--- config.mk ---
export PLATFORM = sky130hd
export DESIGN_NAME = fu_writeback_arbiter
export DESIGN_NICKNAME = d
export VERILOG_FILES = /design/src/rtl/fu_writeback_arbiter.sv
export SDC_FILE = /design/constraint.sdc
export NUM_CORES = 1
export LEC_CHECK = 0
export CAP_MARGIN = 20
export CORE_MARGIN = 2
export CORE_UTILIZATION = 50
export CTS_BUF_LIST = sky130_fd_sc_hd__clkbuf_16
export DETAILED_ROUTE_END_ITERATION = 10
export PLACE_DENSITY = 0.75
export SKIP_CTS_REPAIR_TIMING = 1
export SKIP_LAST_GASP = 1
export SLEW_MARGIN = 20
export SYNTH_ARGS = -nofsm -noshare
export SYNTH_HDL_FRONTEND = slang
export SYNTH_SLANG_ARGS = --single-unit
--- constraint.sdc ---
create_clock -name in_clk -period 8.79 [get_ports in_clk]
set_input_delay 1.758 -clock in_clk [delete_from_list [all_inputs] [get_ports in_clk]]
set_output_delay 1.758 -clock in_clk [all_outputs]
set_load 0.01 [all_outputs]
--- src/rtl/fu_writeback_arbiter.sv ---
// Purpose : shares the single ROB writeback port between the ALU and LS units; each side has a small result FIFO.
// Latency : 1 cycle from in_x_done to out_rob_done when the pipe is empty and unstalled (FIFO-head or same-cycle bypass).
// Backpres: in_rob_stall freezes the output register; FIFOs keep accepting until full, then out_x_ready drops.
//
// Ports:
//   in_clk, in_rst_n (async active-low), in_flush (sync clear of all pending results)
//   in_alu_* / out_alu_ready : ALU result input and FIFO readiness
//   in_ls_*  / out_ls_ready  : load/store result input and FIFO readiness
//   in_rob_stall             : ROB cannot take a writeback this cycle
//   out_rob_*                : registered writeback to the ROB (src 0 = ALU, 1 = LS)
//   out_error                : sticky flag, set when a result arrives while its FIFO is full
module fu_writeback_arbiter #(
    parameter int GPR_SIZE     = 64,
    parameter int ROB_IDX_SIZE = 4,
    parameter int QUEUE_DEPTH  = 2
) (
    input  logic                    in_clk,
    input  logic                    in_rst_n,
    input  logic                    in_flush,
    input  logic                    in_alu_done,
    input  logic [ROB_IDX_SIZE-1:0] in_alu_dst_rob_index,
    input  logic [GPR_SIZE-1:0]     in_alu_value,
    input  logic                    in_alu_set_nzcv,
    input  logic [3:0]              in_alu_nzcv,
    input  logic                    in_alu_condition,
    output logic                    out_alu_ready,
    input  logic                    in_ls_done,
    input  logic [ROB_IDX_SIZE-1:0] in_ls_dst_rob_index,
    input  logic [GPR_SIZE-1:0]     in_ls_value,
    output logic                    out_ls_ready,
    input  logic                    in_rob_stall,
    output logic                    out_rob_done,
    output logic [ROB_IDX_SIZE-1:0] out_rob_dst_rob_index,
    output logic [GPR_SIZE-1:0]     out_rob_value,
    output logic                    out_rob_set_nzcv,
    output logic [3:0]              out_rob_nzcv,
    output logic                    out_rob_condition,
    output logic                    out_rob_src,
    output logic                    out_error
);

    localparam int PTR_W = (QUEUE_DEPTH > 1) ? $clog2(QUEUE_DEPTH) : 1;
    localparam int CNT_W = PTR_W + 1;
    localparam logic [CNT_W-1:0] DEPTH_C = CNT_W'(QUEUE_DEPTH);
    localparam logic [PTR_W-1:0] PTR_ONE = PTR_W'(1);

    // ALU FIFO storage and control
    logic [ROB_IDX_SIZE-1:0] alu_q_dst  [QUEUE_DEPTH];
    logic [GPR_SIZE-1:0]     alu_q_val  [QUEUE_DEPTH];
    logic                    alu_q_set  [QUEUE_DEPTH];
    logic [3:0]              alu_q_nzcv [QUEUE_DEPTH];
    logic                    alu_q_cond [QUEUE_DEPTH];
    logic [PTR_W-1:0]        alu_wr_ptr, alu_rd_ptr;
    logic [CNT_W-1:0]        alu_cnt;

    // LS FIFO storage and control (flags are implicitly zero for loads)
    logic [ROB_IDX_SIZE-1:0] ls_q_dst [QUEUE_DEPTH];
    logic [GPR_SIZE-1:0]     ls_q_val [QUEUE_DEPTH];
    logic [PTR_W-1:0]        ls_wr_ptr, ls_rd_ptr;
    logic [CNT_W-1:0]        ls_cnt;

    // 1 = LS was granted last, so the ALU wins the next tie
    logic last_grant_ls;

    logic alu_acc, ls_acc;
    logic alu_head_vld, ls_head_vld;
    logic alu_cand, ls_cand;
    logic tie, grant_alu, grant_ls;
    logic out_load;
    logic alu_deq, ls_deq, alu_byp, ls_byp, alu_enq, ls_enq;

    assign out_alu_ready = (alu_cnt < DEPTH_C);
    assign out_ls_ready  = (ls_cnt  < DEPTH_C);

    // Anything presented during a flush is discarded outright.
    assign alu_acc = in_alu_done & out_alu_ready & ~in_flush;
    assign ls_acc  = in_ls_done  & out_ls_ready  & ~in_flush;

    assign alu_head_vld = (alu_cnt != '0);
    assign ls_head_vld  = (ls_cnt  != '0);

    // A queued head always takes precedence over a new result so per-unit order holds.
    assign alu_cand = alu_head_vld | alu_acc;
    assign ls_cand  = ls_head_vld  | ls_acc;

    assign tie       = alu_cand & ls_cand;
    assign grant_alu = alu_cand & (~ls_cand | last_grant_ls);
    assign grant_ls  = ls_cand & ~grant_alu;

    // Output register takes a new entry when empty or being drained this cycle.
    assign out_load = ~out_rob_done | ~in_rob_stall;

    assign alu_deq = out_load & grant_alu & alu_head_vld;
    assign ls_deq  = out_load & grant_ls  & ls_head_vld;
    assign alu_byp = out_load & grant_alu & ~alu_head_vld;
    assign ls_byp  = out_load & grant_ls  & ~ls_head_vld;
    // An accepted result goes to its FIFO unless it went straight to the output.
    assign alu_enq = alu_acc & ~alu_byp;
    assign ls_enq  = ls_acc  & ~ls_byp;

    // FIFO payload storage: no reset needed, validity lives in the counts.
    always_ff @(posedge in_clk) begin
        if (alu_enq) begin
            alu_q_dst[alu_wr_ptr]  <= in_alu_dst_rob_index;
            alu_q_val[alu_wr_ptr]  <= in_alu_value;
            alu_q_set[alu_wr_ptr]  <= in_alu_set_nzcv;
            alu_q_nzcv[alu_wr_ptr] <= in_alu_nzcv;
            alu_q_cond[alu_wr_ptr] <= in_alu_condition;
        end
        if (ls_enq) begin
            ls_q_dst[ls_wr_ptr] <= in_ls_dst_rob_index;
            ls_q_val[ls_wr_ptr] <= in_ls_value;
        end
    end

    // FIFO pointers and counts
    always_ff @(posedge in_clk or negedge in_rst_n) begin
        if (!in_rst_n) begin
            alu_wr_ptr <= '0;
            alu_rd_ptr <= '0;
            alu_cnt    <= '0;
            ls_wr_ptr  <= '0;
            ls_rd_ptr  <= '0;
            ls_cnt     <= '0;
        end else if (in_flush) begin
            alu_wr_ptr <= '0;
            alu_rd_ptr <= '0;
            alu_cnt    <= '0;
            ls_wr_ptr  <= '0;
            ls_rd_ptr  <= '0;
            ls_cnt     <= '0;
        end else begin
            if (alu_enq) alu_wr_ptr <= alu_wr_ptr + PTR_ONE;
            if (alu_deq) alu_rd_ptr <= alu_rd_ptr + PTR_ONE;
            case ({alu_enq, alu_deq})
                2'b10:   alu_cnt <= alu_cnt + CNT_W'(1);
                2'b01:   alu_cnt <= alu_cnt - CNT_W'(1);
                default: alu_cnt <= alu_cnt;
            endcase
            if (ls_enq) ls_wr_ptr <= ls_wr_ptr + PTR_ONE;
            if (ls_deq) ls_rd_ptr <= ls_rd_ptr + PTR_ONE;
            case ({ls_enq, ls_deq})
                2'b10:   ls_cnt <= ls_cnt + CNT_W'(1);
                2'b01:   ls_cnt <= ls_cnt - CNT_W'(1);
                default: ls_cnt <= ls_cnt;
            endcase
        end
    end

    // Registered writeback stage and round-robin state
    always_ff @(posedge in_clk or negedge in_rst_n) begin
        if (!in_rst_n) begin
            out_rob_done          <= 1'b0;
            out_rob_dst_rob_index <= '0;
            out_rob_value         <= '0;
            out_rob_set_nzcv      <= 1'b0;
            out_rob_nzcv          <= 4'b0;
            out_rob_condition     <= 1'b0;
            out_rob_src           <= 1'b0;
            last_grant_ls         <= 1'b1;
        end else if (in_flush) begin
            out_rob_done          <= 1'b0;
            out_rob_dst_rob_index <= '0;
            out_rob_value         <= '0;
            out_rob_set_nzcv      <= 1'b0;
            out_rob_nzcv          <= 4'b0;
            out_rob_condition     <= 1'b0;
            out_rob_src           <= 1'b0;
            last_grant_ls         <= 1'b1;
        end else if (out_load) begin
            if (grant_alu) begin
                out_rob_done          <= 1'b1;
                out_rob_dst_rob_index <= alu_head_vld ? alu_q_dst[alu_rd_ptr]  : in_alu_dst_rob_index;
                out_rob_value         <= alu_head_vld ? alu_q_val[alu_rd_ptr]  : in_alu_value;
                out_rob_set_nzcv      <= alu_head_vld ? alu_q_set[alu_rd_ptr]  : in_alu_set_nzcv;
                out_rob_nzcv          <= alu_head_vld ? alu_q_nzcv[alu_rd_ptr] : in_alu_nzcv;
                out_rob_condition     <= alu_head_vld ? alu_q_cond[alu_rd_ptr] : in_alu_condition;
                out_rob_src           <= 1'b0;
                if (tie) last_grant_ls <= 1'b0;
            end else if (grant_ls) begin
                out_rob_done          <= 1'b1;
                out_rob_dst_rob_index <= ls_head_vld ? ls_q_dst[ls_rd_ptr] : in_ls_dst_rob_index;
                out_rob_value         <= ls_head_vld ? ls_q_val[ls_rd_ptr] : in_ls_value;
                out_rob_set_nzcv      <= 1'b0;
                out_rob_nzcv          <= 4'b0;
                out_rob_condition     <= 1'b0;
                out_rob_src           <= 1'b1;
                if (tie) last_grant_ls <= 1'b1;
            end else begin
                out_rob_done <= 1'b0;
            end
        end
    end

    // Sticky overflow flag: a result offered to a full FIFO is lost.
    always_ff @(posedge in_clk or negedge in_rst_n) begin
        if (!in_rst_n) begin
            out_error <= 1'b0;
        end else if (!in_flush && ((in_alu_done && !out_alu_ready) || (in_ls_done && !out_ls_ready))) begin
            out_error <= 1'b1;
        end
    end

endmodule
==> summary.txt, run 1 <==
Run status
  – Status: finished clean

Synth
  – #FFs+latches synth: 370
  – Ranking of synthesized cells by area: edfxtp_1, dfrtp_1, mux2i_1
  – Synth Flop Type: edfxtp_1
  – Sequential share of the synthesized area: 0.701
  – Number of different library cells in the post-synthesis netlist: 46
  – Post-synth top cells: edfxtp_1, mux2i_1, nor2_1
  – Average size of a mapped cell: 14.5 µm²
  – Syn Nets: 1196
  – Cell taking the most area after synthesis: edfxtp_1
  – Async set-reset flop share out of synthesis: 0.232
  – Cell count after synthesis: 1048
  – Share of Yosys cell area claimed by the top area cell type: 0.560
  – Most frequent cell after synthesis: edfxtp_1
  – Post-Syn Area: 15200 µm²
  – Number of synthesized flops with an enable pin: 284
  – Synth warn: 0

Die
  – Core Region: 29800 µm²
  – Rows: 63
  – DIE HEIGHT: 179 µm
  – Die Footprint: 31900 µm²
  – Chip Width: 179 µm
  – I/O pin cnt: 227
  – Initial Util: 0.511

Setup path
  – WS Path Type: input port to flop
  – Startpoint types: input port
  – CP Capture Type: flop
  – R2R cell count: 7
  – CP arrival: 4900 ps
  – R2R Setup Slk: 5540 ps
  – Reg-to-reg startpoint: ls_cnt[1]$_DFFE_PN0P_
  – CP required: 9170 ps
  – CP Max Fanout: 41
  – Worst reg2reg path endpoint: out_rob_value[19]$_DFFE_PN0P_

STA
  – Fin. max-slew vios: 0
  – Worst-Margin Slew: 1000 ps
  – Max Freq: 221 MHz
  – Tmin final: 4520 ps
  – Fin crit share: 0.514
  – Post-Route Setup TNS: 0 ps
  – Relative slew slack: 0.329
  – Hold Vio Cnt, Final: 0
  – Clk_skew: 24.8 ps
  – Final setup violating endpoints: 0
  – RSZ-0062 raised after global routing: no

Global route
  – Global route overflow: 0
  – Total Routing Usage GR: 0.217
  – Initial antenna violation count: 5
  – Number of global-route vias before repair: 9410
  – Pin count of the biggest net entering global routing: 77
  – First-pass GRT wire length: 53.0 mm

Routing
  – ANT nets after route: 0
  – Number of DRC markers in iteration 0: 630
  – DR vias/cell: 5.59
  – DR DRC count: 0
  – Total Wirelength: 34.6 mm
  – Wire per inst: 20.6 µm
  – Via Count: 9415
  – First-pass iteration count of the detailed router: 5

Clock network
  – CTS max path bufs: 3
  – CTS tree: done
  – Worst-path clk slew: 60 ps
  – Clock Tree Root: clkbuf_16
  – Clk Latency, worst-skew pair: 520 ps
  – Num CTS Buffers: 40
  – CTS H-tree lvls: 2
  – Clk sinks: 370

Pwr
  – Pwr dens: 250 nW/µm²
  – Peak VDD IR: 0.182 mV
  – P_leak: 6.74 nW
  – Power Total: 4.80 mW

Layout
  – Area delta synth->final: 26.1%
  – Share of post-route cells with drive strength above 1: 0.0775
  – Final Util: 0.644
  – Nets: 1409

Hold path
  – Worst hold endpoint: out_rob_set_nzcv$_DFFE_PN0P_
  – WHS Path Cells: 2
  – Worst hold start: out_rob_set_nzcv$_DFFE_PN0P_
  – HP Class: flop to flop

Place
  – Placer Congestion: 0.804
  – Port Buffer Count: 226
  – HPWL after DPL: 21.3 mm

Job
  – Max-Cap Viols: 0
-- worst max path at each step --
| stage | startpoint | endpoint | cells after the start |
|---|---|---|---|
| final | in_flush | out_rob_value[19]$_DFFE_PN0P_ | 6 |
| after global routing | in_flush | out_rob_value[33]$_DFFE_PN0P_ | 6 |
| after CTS | in_flush | out_rob_value[39]$_DFFE_PN0P_ | 6 |
| after detailed placement | in_flush | out_rob_value[39]$_DFFE_PN0P_ | 6 |
| after global placement | in_flush | out_rob_value[39]$_DFFE_PN0P_ | 6 |
| after floorplan | in_ls_done | alu_q_cond[1]$_DFFE_PP_ | 5 |
-- layout make-up --
cell class              count  area, µm²
clock buffers              41       1030
diodes                      3       7.51
well taps                 390        488
clock inverters            31        323
fillers                  2192      10600
flip-flops and latches    370      10700
multi-input cells         600       4250
inverters                   3       11.3
repair buffers            246       2410
-- power by group --
| part | internal, mW | switching (mW) |
|---|---|---|
| registers | 2.06 | 0.111 |
| clock network | 1.05 | 0.648 |
| logic | 0.442 | 0.489 |
| total | 3.55 | 1.25 |
-- flip-flops by register name (all words and copies together) (netlist names), 2 cells and up --
name                   cells
alu_q_set                  2
out_rob_dst_rob_index      4
ls_cnt                     2
alu_q_nzcv                 8
out_rob_nzcv               4
alu_q_val                128
alu_cnt                    2
out_rob_value             64
ls_q_val                 128
ls_q_dst                   8
alu_q_dst                  8
alu_q_cond                 2
-- cells by family after synthesis --
kind of cell,count (synthesis),synth area share
AO/OA/AOI/OAI,240,0.109
XOR/XNOR,6,0.00345
buffers and inverters,78,0.0241
flip-flops,370,0.701
multiplexers,173,0.114
AND/OR/NAND/NOR,181,0.0483
-- layer usage --
| metal | wire length, µm | vias to the layer above | GRT usage |
|---|---|---|---|
| met3 | 2690 | 48 | 0.0467 |
| met4 | 689 | 2 | 0.0589 |
| li1 | - | 4436 | - |
| met2 | 16300 | 345 | 0.351 |
| met1 | 14900 | 4584 | 0.300 |
| met5 | 10 | - | 0 |
-- per-stage QoR --
step | worst slack (ps) | hold WS [ps] | std cells | area, µm²
2_1_floorplan | 414 | 513 | 1048 | 15200
3_3_place_gp | 3830 | 468 | 1609 | 17800
3_5_place_dp | 3730 | 468 | 1609 | 17800
4_1_cts | 4330 | 485 | 1681 | 19200
5_1_grt | 4100 | 505 | 1683 | 19200
6_report | 4270 | 484 | 1684 | 19200
-- critical path, stage by stage --
cell and delay (ps):
clkdlybuf4s50_1 920, nor2_4 1000, buf_4 610, nor2_2 50, buf_4 280, a22o_1 220
-- placed cells by master (no fill, tap or decap), types with 5 or more instances in the layout --
master           synthesis  final
dfrtp_1                 85     83
buf_4                    2     21
clkinv_2                 0      5
bufinv_16                0      7
o21ai_0                 48     48
clkdlybuf4s50_1          0    225
nor2_1                 114    111
a22o_1                  31     31
nand2_1                 46     45
a211oi_1                39     39
inv_1                    2     10
edfxtp_1               284    284
mux2i_1                173    173
a221o_1                 37     37
clkbuf_16                0     41
clkinv_1                 0      7
a21oi_1                 71     71
Note: power is estimated with default switching activity, not from simulation.
==> inputs of run 2 (changes only) <==
--- a/config.mk
+++ b/config.mk
@@ -7,10 +7,10 @@
 export LEC_CHECK = 0
 export CAP_MARGIN = 20
 export CORE_MARGIN = 2
-export CORE_UTILIZATION = 50
+export CORE_UTILIZATION = 49
 export CTS_BUF_LIST = sky130_fd_sc_hd__clkbuf_16
 export DETAILED_ROUTE_END_ITERATION = 10
-export PLACE_DENSITY = 0.75
+export PLACE_DENSITY = 0.76
 export SKIP_CTS_REPAIR_TIMING = 1
 export SKIP_LAST_GASP = 1
 export SLEW_MARGIN = 20
==> constraint.sdc (replaced) <==
create_clock -name in_clk -period 3.9 [get_ports in_clk]
set_input_delay 0.78 -clock in_clk [delete_from_list [all_inputs] [get_ports in_clk]]
set_output_delay 0.78 -clock in_clk [all_outputs]
set_load 0.01 [all_outputs]
==> run 2 against run 1 <==
  * Sequential cell count unchanged
  * Global-route usage increased by 0.50 points
  * Clock skew decreased by 12 ps
  * Worst hold slack got worse by 200 ps
  * Final area decreased by 0.14%
  * Critical path depth increased by 1
  * Sequential power increased by 130%
  * Utilization decreased by 1.8 points
  * Final cell count increased by 0.42%
  * Clock-buffer cell count unchanged
==> summary.txt, run 2 (synthesis results as in run 1) <==
Layout
  – Area delta synth->final: 25.9% (was 26.1%)
  – Non-Filler Instances: 1691 (was 1684)
  – Area of the multi-input gates: 4270 µm² (was 4250 µm²)
  – Register area: 10700 µm² (unchanged)
  – Ant. Diodes: 0 (was 3)
  – Largest registers: alu_q_val: 128 flops, ls_q_val: 128 flops, out_rob_value: 64 flops (unchanged)
  – Filler Cells Inserted: 2273 (was 2192)
  – Share of post-route cells with drive strength above 1: 0.0726 (was 0.0775)
  – Most common cell after layout, fill and taps aside: edfxtp_1 (unchanged)
  – Commonest cells after routing, fill and taps aside: edfxtp_1, clkdlybuf4s50_1, mux2i_1 (unchanged)
  – Nets: 1413 (was 1409)

STA
  – Hold_ws: 288 ps (was 484 ps)
  – Max Freq: 360 MHz
  – Worst-Margin Slew: 1110 ps (was 1000 ps)
  – Final setup violating endpoints: 0 (unchanged)
  – Relative slew slack: 0.263 (was 0.329)
  – Fin crit share: 0.712
  – RSZ-0062 raised after global routing: no (unchanged)
  – Clk_skew: 12.5 ps (was 24.8 ps)
  – Hold Vio Cnt, Final: 0 (unchanged)
  – Fin. max-slew vios: 0 (unchanged)
  – Post-Route Setup TNS: 0 ps (unchanged)
  – Tmin final: 2770 ps

Job
  – Max-Cap Viols: 0 (unchanged)

Setup path
  – Critical path's slowest cell: clkdlybuf4s50_1 (was nor2_4)
  – Startpoint types: input port (unchanged)
  – CP Capture Type: flop (unchanged)
  – Critical path's most frequent cell: buf_4 (unchanged)
  – CP Max Fanout: 43 (was 41)
  – CP required: 4050 ps (was 9170 ps)
  – WS Path Type: input port to flop (unchanged)
  – CP arrival: 2920 ps (was 4900 ps)
  – CP peak stage delay: 580 ps (was 1000 ps)
  – R2R cell count: 6 (was 7)
  – Worst path cell trace: clkdlybuf4s50_1, nand2b_1, a21boi_2, o31ai_1, buf_4, nor3_4, buf_4 (was clkdlybuf4s50_1, nor2_4, buf_4, nor2_2, buf_4, a22o_1)

Global route
  – First-pass GRT wire length: 56.8 mm (was 53.0 mm)
  – Total Routing Usage GR: 0.222 (was 0.217)
  – Initial antenna violation count: 0 (was 5)
  – Pin count of the biggest net entering global routing: 77 (unchanged)
  – Number of global-route vias before repair: 10158 (was 9410)
  – Global route overflow: 0 (unchanged)

Routing
  – Total Wirelength: 36.6 mm (was 34.6 mm)
  – ANT nets after route: 0 (unchanged)
  – Number of DRC markers in iteration 0: 893 (was 630)
  – First-pass iteration count of the detailed router: 7 (was 5)
  – DR vias/cell: 5.75 (was 5.59)
  – Via Count: 9726 (was 9415)
  – Wire per inst: 21.7 µm (was 20.6 µm)
  – DR DRC count: 0 (unchanged)

Die
  – Rows: 64 (was 63)
  – DIE HEIGHT: 180 µm (was 179 µm)
  – Chip Width: 180 µm (was 179 µm)
  – I/O pin cnt: 227 (unchanged)
  – Core Region: 30600 µm² (was 29800 µm²)
  – Initial Util: 0.498 (was 0.511)
  – Die Footprint: 32500 µm² (was 31900 µm²)

Pwr
  – Switch share: 0.270 (was 0.260)
  – Peak VDD IR: 0.377 mV (was 0.182 mV)
  – Clock Power Share: 0.329 (was 0.354)
  – Pwr dens: 549 nW/µm² (was 250 nW/µm²)
  – Switching power total: 2.84 mW (was 1.25 mW)
  – P_leak: 6.76 nW (was 6.74 nW)
  – Internal power: 7.68 mW (was 3.55 mW)
  – Sequential Power Share: 0.471 (was 0.452)
  – Comb power frac: 0.200 (was 0.194)

Clock network
  – Clk sinks: 370 (unchanged)
  – Num CTS Buffers: 39 (was 40)
  – Worst-path clk slew: 60 ps (about the same)
  – CTS H-tree lvls: 2 (unchanged)
  – Clk Latency, worst-skew pair: 520 ps (about the same)
  – CTS tree: done (unchanged)
  – Clock Tree Root: clkbuf_16 (unchanged)
  – CTS max path bufs: 3 (unchanged)

Place
  – Port Buffer Count: 226 (unchanged)
  – DP Cell Count: 1620 (was 1609)
  – Placer Congestion: 0.776 (was 0.804)
  – HPWL after DPL: 22.7 mm (was 21.3 mm)

Hold path
  – HP Class: input port to asynchronous set/reset pin (was flop to flop)

Run status
  – Status: finished clean (unchanged)
run 2: power groups by stage:
stage	logic, mW	clock network (mW)	registers [mW]
3_3_place_gp	2.05	0	5.02
6_report	2.11	3.46	4.95
5_1_grt	2.29	3.68	4.99
4_1_cts	2.12	3.52	4.95
2_1_floorplan	1.23	0	4.93
3_5_place_dp	2.11	0	5.02
run 2: layer usage:
metal	global-route usage	wire [µm]	up-vias
met4	0.0687	849	0
met3	0.0374	2810	58
met1	0.310	15600	4791
met2	0.359	17300	440
li1	-	-	4437
met5	0	0	-
run 2: area by class of cell:
| cell class | count | area share |
|---|---|---|
| Clock inverter | 30 | 0.00894 |
| Inverter | 3 | 0.000587 |
| Multi-Input combinational cell | 600 | 0.223 |
| Tap cell | 396 | 0.0258 |
| Clock buffer | 41 | 0.0535 |
| Timing Repair Buffer | 251 | 0.131 |
| Sequential cell | 370 | 0.557 |
run 2: path summary, 6_finish.rpt:
check | from | slack [ps] | endpoint
min | in_rst_n | 290 | out_rob_value[18]$_DFFE_PN0P_
min reg2reg | out_rob_condition$_DFFE_PN0P_ | 480 | out_rob_condition$_DFFE_PN0P_
max reg2reg | alu_cnt[1]$_DFFE_PN0P_ | 1470 | out_rob_value[41]$_DFFE_PN0P_
max | in_flush | 1130 | ls_q_val[0][22]$_DFFE_PP_
max in group asynchronous | in_rst_n | 2770 | out_rob_dst_rob_index[2]$_DFFE_PN0P_
min in group in_clk | out_rob_condition$_DFFE_PN0P_ | 480 | out_rob_condition$_DFFE_PN0P_
run 2: metrics by stage:
step / setup slack [ps] / total power, mW / area [µm²] / utilization
final: 1130 / 10.5 / 19200 / 0.627
after global placement: 695 / 7.07 / 18000 / 0.588
after global routing: 1020 / 11.0 / 19200 / 0.627
after CTS: 1150 / 10.6 / 19200 / 0.627
after detailed placement: 621 / 7.14 / 18000 / 0.588
after floorplan: 125 / 6.16 / 15300 / -
run 2: critical path, delay by kind of cell:
kind                   cells  cell delay (ps)
buffers and inverters      3             1310
AND/OR/NAND/NOR            2              430
AO/OA/AOI/OAI              2              380
